[src/rtl/adder_mp_seq_pkg.sv]
// Shared types and helpers for the multi-precision adder sequencer.
package adder_mp_seq_pkg;

  typedef enum logic [1:0] {
    StIdle = 2'd0,
    StRun  = 2'd1,
    StDone = 2'd2
  } state_e;

  // Word-index counter width: clog2 with a floor of one bit.
  function automatic int unsigned idx_width(input int unsigned words);
    return (words <= 1) ? 1 : $clog2(words);
  endfunction

endpackage

[src/rtl/adder_mp_seq_word_adder.sv]
// Combinational N-bit carry-lookahead word adder shared by the sequencer.
module word_adder #(
  parameter int unsigned N = 4
) (
  input  logic [N-1:0] a,
  input  logic [N-1:0] b,
  input  logic         ci,
  output logic [N-1:0] s,
  output logic         co
);

  logic [N-1:0] gen;
  logic [N-1:0] prop;
  logic [N:0]   carry;

  always_comb begin
    gen      = a & b;
    prop     = a | b;
    carry    = '0;
    carry[0] = ci;
    for (int unsigned i = 0; i < N; i++) begin
      carry[i+1] = gen[i] | (prop[i] & carry[i]);
    end
    // prop is a|b, so the sum bit needs the true xor, not prop.
    s  = a ^ b ^ carry[N-1:0];
    co = carry[N];
  end

endmodule

[src/rtl/adder_mp_seq.sv]
// Multi-precision adder: one shared N-bit word adder, one word per cycle, LSW first.
module adder_mp_seq
  import adder_mp_seq_pkg::*;
#(
  parameter int unsigned N     = 4,
  parameter int unsigned WORDS = 4
) (
  input  logic               clock,
  input  logic               reset,
  input  logic               start,
  input  logic [N*WORDS-1:0] a,
  input  logic [N*WORDS-1:0] b,
  input  logic               ci,
  output logic [N*WORDS-1:0] s,
  output logic               co,
  output logic               busy,
  output logic               done
);

  localparam int unsigned W    = N * WORDS;
  localparam int unsigned IdxW = idx_width(WORDS);

  state_e          state_q, state_d;
  logic [W-1:0]    a_q, a_d;
  logic [W-1:0]    b_q, b_d;
  logic [W-1:0]    s_q, s_d;
  logic            carry_q, carry_d;
  logic            co_q, co_d;
  logic [IdxW-1:0] idx_q, idx_d;

  logic [N-1:0] a_word, b_word, sum_word;
  logic         carry_word;
  logic         accept;
  logic         last;

  assign accept = start && ((state_q == StIdle) || (state_q == StDone));
  assign last   = (idx_q == IdxW'(WORDS - 1));

  always_comb begin
    a_word = '0;
    b_word = '0;
    for (int unsigned i = 0; i < WORDS; i++) begin
      if (idx_q == IdxW'(i)) begin
        a_word = a_q[i*N +: N];
        b_word = b_q[i*N +: N];
      end
    end
  end

  word_adder #(
    .N (N)
  ) u_word_adder (
    .a  (a_word),
    .b  (b_word),
    .ci (carry_q),
    .s  (sum_word),
    .co (carry_word)
  );

  always_ff @(posedge clock) begin
    if (reset) begin
      state_q <= StIdle;
    end else begin
      state_q <= state_d;
    end
  end

  always_comb begin
    state_d = state_q;
    unique case (state_q)
      StIdle:  if (start) state_d = StRun;
      StRun:   if (last) state_d = StDone;
      StDone:  state_d = start ? StRun : StIdle;
      default: state_d = StIdle;
    endcase
  end

  always_comb begin
    busy = (state_q == StRun);
    done = (state_q == StDone);
    s    = s_q;
    co   = co_q;
  end

  always_comb begin
    a_d     = a_q;
    b_d     = b_q;
    s_d     = s_q;
    carry_d = carry_q;
    co_d    = co_q;
    idx_d   = idx_q;
    if (accept) begin
      a_d     = a;
      b_d     = b;
      s_d     = '0;
      carry_d = ci;
      co_d    = 1'b0;
      idx_d   = '0;
    end else if (state_q == StRun) begin
      carry_d = carry_word;
      // Wrap to zero on the last word so idx never exceeds WORDS-1.
      idx_d   = last ? '0 : idx_q + 1'b1;
      for (int unsigned i = 0; i < WORDS; i++) begin
        if (idx_q == IdxW'(i)) s_d[i*N +: N] = sum_word;
      end
      if (last) co_d = carry_word;
    end
  end

  always_ff @(posedge clock) begin
    if (reset) begin
      a_q     <= '0;
      b_q     <= '0;
      s_q     <= '0;
      carry_q <= 1'b0;
      co_q    <= 1'b0;
      idx_q   <= '0;
    end else begin
      a_q     <= a_d;
      b_q     <= b_d;
      s_q     <= s_d;
      carry_q <= carry_d;
      co_q    <= co_d;
      idx_q   <= idx_d;
    end
  end

endmodule
[config.mk]
export PLATFORM = sky130hd
export DESIGN_NAME = adder_mp_seq
export DESIGN_NICKNAME = d
export VERILOG_FILES = /design/src/rtl/adder_mp_seq_pkg.sv /design/src/rtl/adder_mp_seq_word_adder.sv /design/src/rtl/adder_mp_seq.sv
export SDC_FILE = /design/constraint.sdc
export NUM_CORES = 1
export LEC_CHECK = 0
export ABC_AREA = 0
export BUFFER_PORTS_ARGS = -buffer_cell sky130_fd_sc_hd__buf_2
export CAP_MARGIN = 5
export CORE_MARGIN = 5
export CORE_UTILIZATION = 55
export CTS_CLUSTER_SIZE = 30
export DETAILED_ROUTE_END_ITERATION = 10
export GPL_TIMING_DRIVEN = 0
export HOLD_SLACK_MARGIN = 0.02
export MAX_ROUTING_LAYER = met4
export PLACE_DENSITY = 0.86
export SLEW_MARGIN = 30
export SYNTH_ARGS = -nofsm -noshare
export SYNTH_HDL_FRONTEND = slang
export SYNTH_SLANG_ARGS = --single-unit
[constraint.sdc]
create_clock -name clock -period 6.25 [get_ports clock]
set_input_delay 0.625 -clock clock [delete_from_list [all_inputs] [get_ports clock]]
set_output_delay 0.625 -clock clock [all_outputs]
set_load 0.05 [all_outputs]
==> results of run 1 <==
## metal layers
layer	part of all wire [%]	wire [µm]	GRT usage [%]
met4	1.4	74	4.63
met3	5.4	284	4.14
met1	43	2260	22.6
met5	0	0	-
met2	50	2600	32.1
## final cells by class
class                           count  area, µm²
Timing Repair Buffer               53        265
Clock buffer                        6       82.6
Clock inverter                      1       30.0
Multi-Input combinational cell    188       1150
Buffer                             23        124
Sequential cell                    54       1080
Fill cell                         384       1460
Tap cell                           52       65.1
Inverter                           10       37.5
## sequential cells by signal, summed over array words and instances (netlist names)
name / count
a_q: 16
b_q: 16
carry_q: 1
co: 1
idx_q: 2
s: 16
state_q: 2
## worst reg2reg max path: cells and delay by family, from the launching register on
family / cells / cell delay, ps
flip-flops: 1 / 420
AO/OA/AOI/OAI: 3 / 760
buffers and inverters: 4 / 480
adder cells (fa/ha/maj): 5 / 1770
## report_power, final
group	total (mW)	internal, mW	switching [mW]
clock network	0.234	0.128	0.106
registers	0.370	0.360	0.00976
logic	0.109	0.0427	0.0660
## worst max-delay path by stage
stage	endpoint	cells past startpoint	start
final	s[3]$_SDFFE_PP0P_	12	idx_q[0]$_SDFFE_PP0P_
after CTS	s[7]$_SDFFE_PP0P_	12	idx_q[0]$_SDFFE_PP0P_
after floorplan	s[3]$_SDFFE_PP0P_	13	idx_q[0]$_SDFFE_PP0P_
after global routing	s[7]$_SDFFE_PP0P_	12	idx_q[0]$_SDFFE_PP0P_
after detailed placement	s[7]$_SDFFE_PP0P_	12	idx_q[0]$_SDFFE_PP0P_
after global placement	s[11]$_SDFFE_PP0P_	12	idx_q[0]$_SDFFE_PP0P_
## stage by stage
stage	power (mW)	hold slack [ps]	instance area, µm²	util [%]	instances
after floorplan	0.454	436	2390	-	275
after global placement	0.483	444	2720	63.4	380
after detailed placement	0.486	447	2720	63.4	380
after CTS	0.715	459	2840	66.1	387
after global routing	0.747	480	2840	66.1	387
final	0.712	459	2840	66.1	387
## placed cells by master, fill, tap and decap left out, types with 3 or more instances in the layout
cell | netlist | routed
a211oi_2 | 9 | 9
dfxtp_1 | 54 | 54
a221oi_1 | 4 | 4
clkbuf_1 | 6 | 6
nand2b_1 | 3 | 3
and3b_1 | 4 | 4
ha_1 | 4 | 4
clkbuf_8 | 0 | 6
a22oi_1 | 4 | 4
a221o_1 | 4 | 4
nor2b_1 | 9 | 9
fa_1 | 4 | 4
a21oi_1 | 36 | 36
nor2_1 | 10 | 10
mux2i_1 | 8 | 8
nand2_1 | 71 | 71
inv_1 | 10 | 10
nor2_2 | 8 | 8
o31ai_1 | 4 | 4
buf_2 | 11 | 64
## kinds of logic (layout without fill, tap and decap cells)
family	Yosys count	after routing	share of synthesized area (%)
simple gates	107	107	19.9
compound gates	65	65	19.4
buf+inv	33	93	6.74
flops	54	54	45.2
fa+ha+maj	8	8	5.44
mux	8	8	3.35
==> summary.txt, run 1 <==
Run status
  – Outcome: finished, final reports clean

Synthesis
  – Post-Syn Area: ~2400 µm²
  – Syn Area/Cell: roughly 8.7 µm²
  – Syn_nets: around 320
  – Ys Warns: 0
  – Cell taking the most area after synthesis: dfxtp_1
  – Most common cell in the netlist: nand2_1
  – Post-synth EDFFs: 0
  – Cell variety after synth: 28
  – Mapped Cells: around 280
  – Top-area cell type share of the netlist area: 45.2%
  – Synth top area cells: dfxtp_1 45%, nand2_1 11%, a21oi_1 7.5%, a211oi_2 4.7%, fa_1 3.3%
  – Sequential-to-total area share from yosys stat: a little under half
  – Most used DFF post-synth: dfxtp_1
  – Yosys reg bits: between 50 and 60
  – Post-synth ARST share: 0%
  – List of most frequent post-synthesis cells: 71 x nand2_1, 54 x dfxtp_1, 36 x a21oi_1

Die
  – Core box area: 4290 µm²
  – Io pins: 55
  – Die height: between 70 and 80 µm
  – Starting Density: 55.7%
  – # rows: 24
  – Die area: 5770 µm²
  – Die Width: about 76 µm

STA
  – # setup viols final: 0
  – RSZ-0062 raised after global routing: no
  – Final slew viol count: 0
  – Worst-Margin Slew: roughly 470 ps
  – F_max: around 290 MHz
  – Hold Vio Cnt, Final: 0
  – Worst Clk Skew: 4.70 ps
  – Post-layout min period: about 3500 ps
  – Period utilisation layout: 55.9%
  – Worst Slack Setup Final: about 2800 ps
  – Relative slew slack: 68.5%
  – Setup TNS Final: 0 ps

Finish
  – Nets: approximately 380
  – Synth-to-layout area growth: 18.5%
  – Ant diodes: 0
  – Fraction of layout cells with a size suffix above 1: between 20% and 30%

Clock network
  – Post-CTS Setup Repair Bufs: 0
  – Worst-Skew Late Latency: 300 ps
  – H-tree depth: 2
  – CTS Hold Bufs: 0
  – CTS sink count: 54
  – Clk buf depth: 2
  – Post-cts resize count: 0
  – Clock transition at path regs: approximately 90 ps
  – Num CTS Buffers: 5
  – CTS root buf: clkbuf_8
  – CTS tree: done

Global route
  – Antenna violations before repair: 0
  – First-pass GRT wire length: slightly below 9 mm
  – Tot GR Track Use: about a fifth
  – Largest net degree at the start of global routing: 16
  – Vias in the first global route: a little over 2000
  – Grt ovf: 0

Worst setup path
  – WP data required: about 6500 ps
  – CP Class: reg2reg
  – R2R depth: 12
  – Highest cell delay on the worst timing path: approximately 500 ps
  – CP delay by family, top: adder cells
  – Reg-to-reg slack, setup: 2750 ps
  – Worst Path Buf+Inv: 4
  – Crit start category: register
  – Arr. time, crit path: roughly 3700 ps
  – Crit-path max FO: 10
  – Top cell by count, worst path: fa_1
  – Critical register-to-register path endpoint: s[3]$_SDFFE_PP0P_
  – Worst path cell trace: inv_1 > ha_1 > clkbuf_1 > a221o_1 > a22oi_1 > fa_1 > inv_1 > fa_1 > fa_1 > inv_1 > fa_1 > a211oi_2
  – Setup crit end kind: register
  – Worst r2r src: idx_q[0]$_SDFFE_PP0P_
  – Slowest stage cell on the critical path: fa_1

Place
  – Post-DP HPWL: ~3.9 mm
  – Placer congestion estimate: about 0.81
  – IO buf count: 53
  – Dpl ws: between 2000 and 3000 ps

Worst hold path
  – Hold Crit Class: reg2reg
  – Min-Delay Path Depth: 2
  – HP Start: b_q[10]$_SDFFE_PP0P_
  – Worst Hold Endpoint: b_q[10]$_SDFFE_PP0P_

Flow run
  – Max_cap viols: 0

Drt
  – ANT nets after route: 0
  – First DRT Iteration DRCs: about 110
  – DRC errors left: 0
  – Via density: around 5.3
  – First drt pass iteration count: 4
  – Mean routed wirelength per cell: approximately 13 µm
  – Vias: between 2000 and 2500
  – Total routed wirelength: between 5 and 6 mm

Power and ir drop
  – Peak supply drop: about 160 µV
  – PD cells: 251 nW/µm²
  – Leak Pwr: about 1.2 nW
No activity file was read; power rests on OpenSTA's default activity.
==> run 2: changes to the inputs <==
Settings changed: CORE_UTILIZATION 55 to 53, PLACE_DENSITY 0.86 to 0.84.
Clock period 6.25 ns to 3.3 ns, I/O delays scaled along.
==> run 2 against run 1 <==
Net effect: final cell count unchanged; non-clock buffer count down 1; worst hold slack worse by 220 ps; global-route usage down 0.26 points; clock skew up 5.9 ps; largest cell class unchanged; highest routed layer unchanged.
==> summary.txt, run 2 (synthesis results as in run 1) <==
Run status
  – Outcome: finished, final reports clean

Worst hold path
  – Hold Crit Class: in2reg
  – HP Start: b[2]
  – Min-Delay Path Depth: 3 (+1)
  – Worst Hold Endpoint: b_q[2]$_SDFFE_PP0P_

Drt
  – First DRT Iteration DRCs: 107 (unchanged)
  – First drt pass iteration count: 4 (unchanged)
  – DRC errors left: 0 (unchanged)
  – Total routed wirelength: 5.27 mm (+0.84%)
  – ANT nets after route: 0 (unchanged)
  – Vias: 2036 (unchanged)
  – Mean routed wirelength per cell: 13.6 µm (+0.84%)
  – Via density: 5.26 (unchanged)

Finish
  – Final std cells w/o fill: 387 (unchanged)
  – Ant diodes: 0 (unchanged)
  – Commonest non-fill, non-tap cell in the layout: nand2_1
  – Synth-to-layout area growth: 20.0%
  – Fraction of layout cells with a size suffix above 1: 32.5% (+3.9 points)
  – Nets: 378 (-0.26%)
  – Most frequent cells in the layout: 71 x nand2_1, 64 x buf_2, 52 x dfxtp_1, 36 x a21oi_1, 10 x nor2_1

Power and ir drop
  – Sequential Power Share: 51.5% (-0.4 points)
  – Combinational Power Share: 15.7% (+0.4 points)
  – Leak Pwr: 1.18 nW (+0.55%)
  – Switch share: 26.8% (+1.3 points)
  – Peak supply drop: 300 µV (+85%)
  – Clock group share of total power: 32.8% (about the same)
  – PD cells: 473 nW/µm² (+88%)
  – Internal power: 0.994 mW (+87%)
  – Power Total: 1.36 mW (+91%)
  – Psw: 0.364 mW (+100%)

Worst setup path
  – WP data required: 3540 ps (-2940 ps)
  – Reg-to-reg slack, setup: 200 ps (-2550 ps)
  – Setup crit end kind: register
  – Arr. time, crit path: 3340 ps (-390 ps)
  – CP Class: reg2reg
  – Crit-path max FO: 8 (-2)
  – Worst r2r src: idx_q[0]$_SDFFE_PP0P_
  – R2R depth: 12 (unchanged)
  – Crit start category: register
  – Critical register-to-register path endpoint: s[7]$_SDFFE_PP0P_

Global route
  – First-pass GRT wire length: 8.89 mm (-0.54%)
  – Grt ovf: 0 (unchanged)
  – Tot GR Track Use: 18.6% (-0.26 points)
  – Antenna violations before repair: 0 (unchanged)
  – Vias in the first global route: 1965 (-4.8%)
  – Largest net degree at the start of global routing: 18 (+2)

STA
  – F_max: 323 MHz (+13%)
  – Post-layout min period: 3100 ps (-399 ps)
  – Relative slew slack: 70.2% (+1.7 points)
  – RSZ-0062 raised after global routing: no
  – Final slew viol count: 0 (unchanged)
  – Worst Clk Skew: 10.6 ps (+5.89 ps)
  – Hold Vio Cnt, Final: 0 (unchanged)
  – # setup viols final: 0 (unchanged)
  – WHS: 241 ps (-219 ps)
  – Worst-Margin Slew: 443 ps (-29.9 ps)
  – Period utilisation layout: 93.9% (+38 points)

Die
  – Die height: 77.2 µm (+1.6%)
  – Die Width: 77.2 µm (+1.6%)
  – # rows: 24 (unchanged)
  – Io pins: 55 (unchanged)
  – Die area: 5960 µm² (+3.3%)
  – Starting Density: 55.0% (-0.77 points)
  – Core box area: 4350 µm² (+1.4%)

Place
  – Post-DP HPWL: 3.90 mm (about the same)
  – Placer congestion estimate: 0.818 (+0.98%)
  – Placed Cells: 380 (unchanged)
  – IO buf count: 53 (unchanged)

Clock network
  – Post-CTS Setup Repair Bufs: 0 (unchanged)
  – CTS Hold Bufs: 0 (unchanged)
  – Num CTS Buffers: 5 (unchanged)
  – CTS root buf: clkbuf_8
  – Clock transition at path regs: 100 ps (about the same)
  – Clk buf depth: 2 (unchanged)
  – H-tree depth: 2 (unchanged)
  – CTS tree: done
  – CTS sink count: 54 (unchanged)
  – Worst-Skew Late Latency: 310 ps (about the same)

Flow run
  – Max_cap viols: 0 (unchanged)
-- run 2: cell count changes in the layout (fill, tap and decap cells not counted), sizes merged --
cell / delta
clkbuf: -1
clkinvlp: +1
-- run 2: final cells by class --
class                      instances  area (µm²)
multi-input combinational        188        1180
fill                             371        1480
tap                               52        65.1
timing repair buffer              54         270
clock buffer                       6        72.6
buffer                            21         120
sequential                        54        1090
inverter                          10        37.5
clock inverter                     2        37.5
-- run 2: worst max path at each step --
| stage | from | to | slack, ps | cells after the start |
|---|---|---|---|---|
| CTS | idx_q[0]$_SDFFE_PP0P_ | s[3]$_SDFFE_PP0P_ | 50 | 12 |
| global route | idx_q[1]$_SDFFE_PP0P_ | s[7]$_SDFFE_PP0P_ | 40 | 13 |
| finish | idx_q[0]$_SDFFE_PP0P_ | s[7]$_SDFFE_PP0P_ | 200 | 12 |
| floorplan | idx_q[0]$_SDFFE_PP0P_ | s[3]$_SDFFE_PP0P_ | 190 | 13 |
| detailed placement | idx_q[0]$_SDFFE_PP0P_ | s[3]$_SDFFE_PP0P_ | -230 | 12 |
| global placement | idx_q[0]$_SDFFE_PP0P_ | s[15]$_SDFFE_PP0P_ | -140 | 12 |
-- run 2: power by group through the flow --
stage | Combinational (mW) | Clock [mW] | Sequential (mW)
floorplan | 0.138 | 0 | 0.721
global placement | 0.202 | 0 | 0.713
detailed placement | 0.205 | 0 | 0.715
CTS | 0.211 | 0.450 | 0.700
global route | 0.237 | 0.477 | 0.703
finish | 0.213 | 0.445 | 0.700
-- run 2: metal layers --
layer	vias to the layer above	routed length, µm	track usage, %
li1	1031	-	-
met1	944	2290	22.4
met2	52	2570	30.9
met3	9	327	4.57
met4	0	75	5.15
met5	-	0	-
-- run 2: worst max-delay path: stages (launching register included) --
cell and delay [ps]:
dfxtp_4 380, inv_1 60, ha_1 200, nor2b_4 160, a221o_1 310, a22oi_2 180
fa_2 220, inv_1 50, fa_2 340, fa_2 340, inv_2 60, fa_2 490
a211oi_2 230
-- run 2: per-stage QoR --
stage	util (%)	setup TNS (ps)	setup slack, ps	area [µm²]
after floorplan	-	0	186	2390
after global placement	62.6	-573	-144	2720
after detailed placement	62.6	-898	-231	2720
after CTS	65.7	0	47.2	2860
after global routing	66.0	0	38.0	2870
final	66.0	0	202	2870
-- run 2: what timing repair did --
item                                    4_1_cts  5_1_grt
resized for setup                            12        5
endpoints found under the setup margin        4        4
pin swaps                                     4        5
hold endpoints to repair                      0        0
cloned                                        0        1
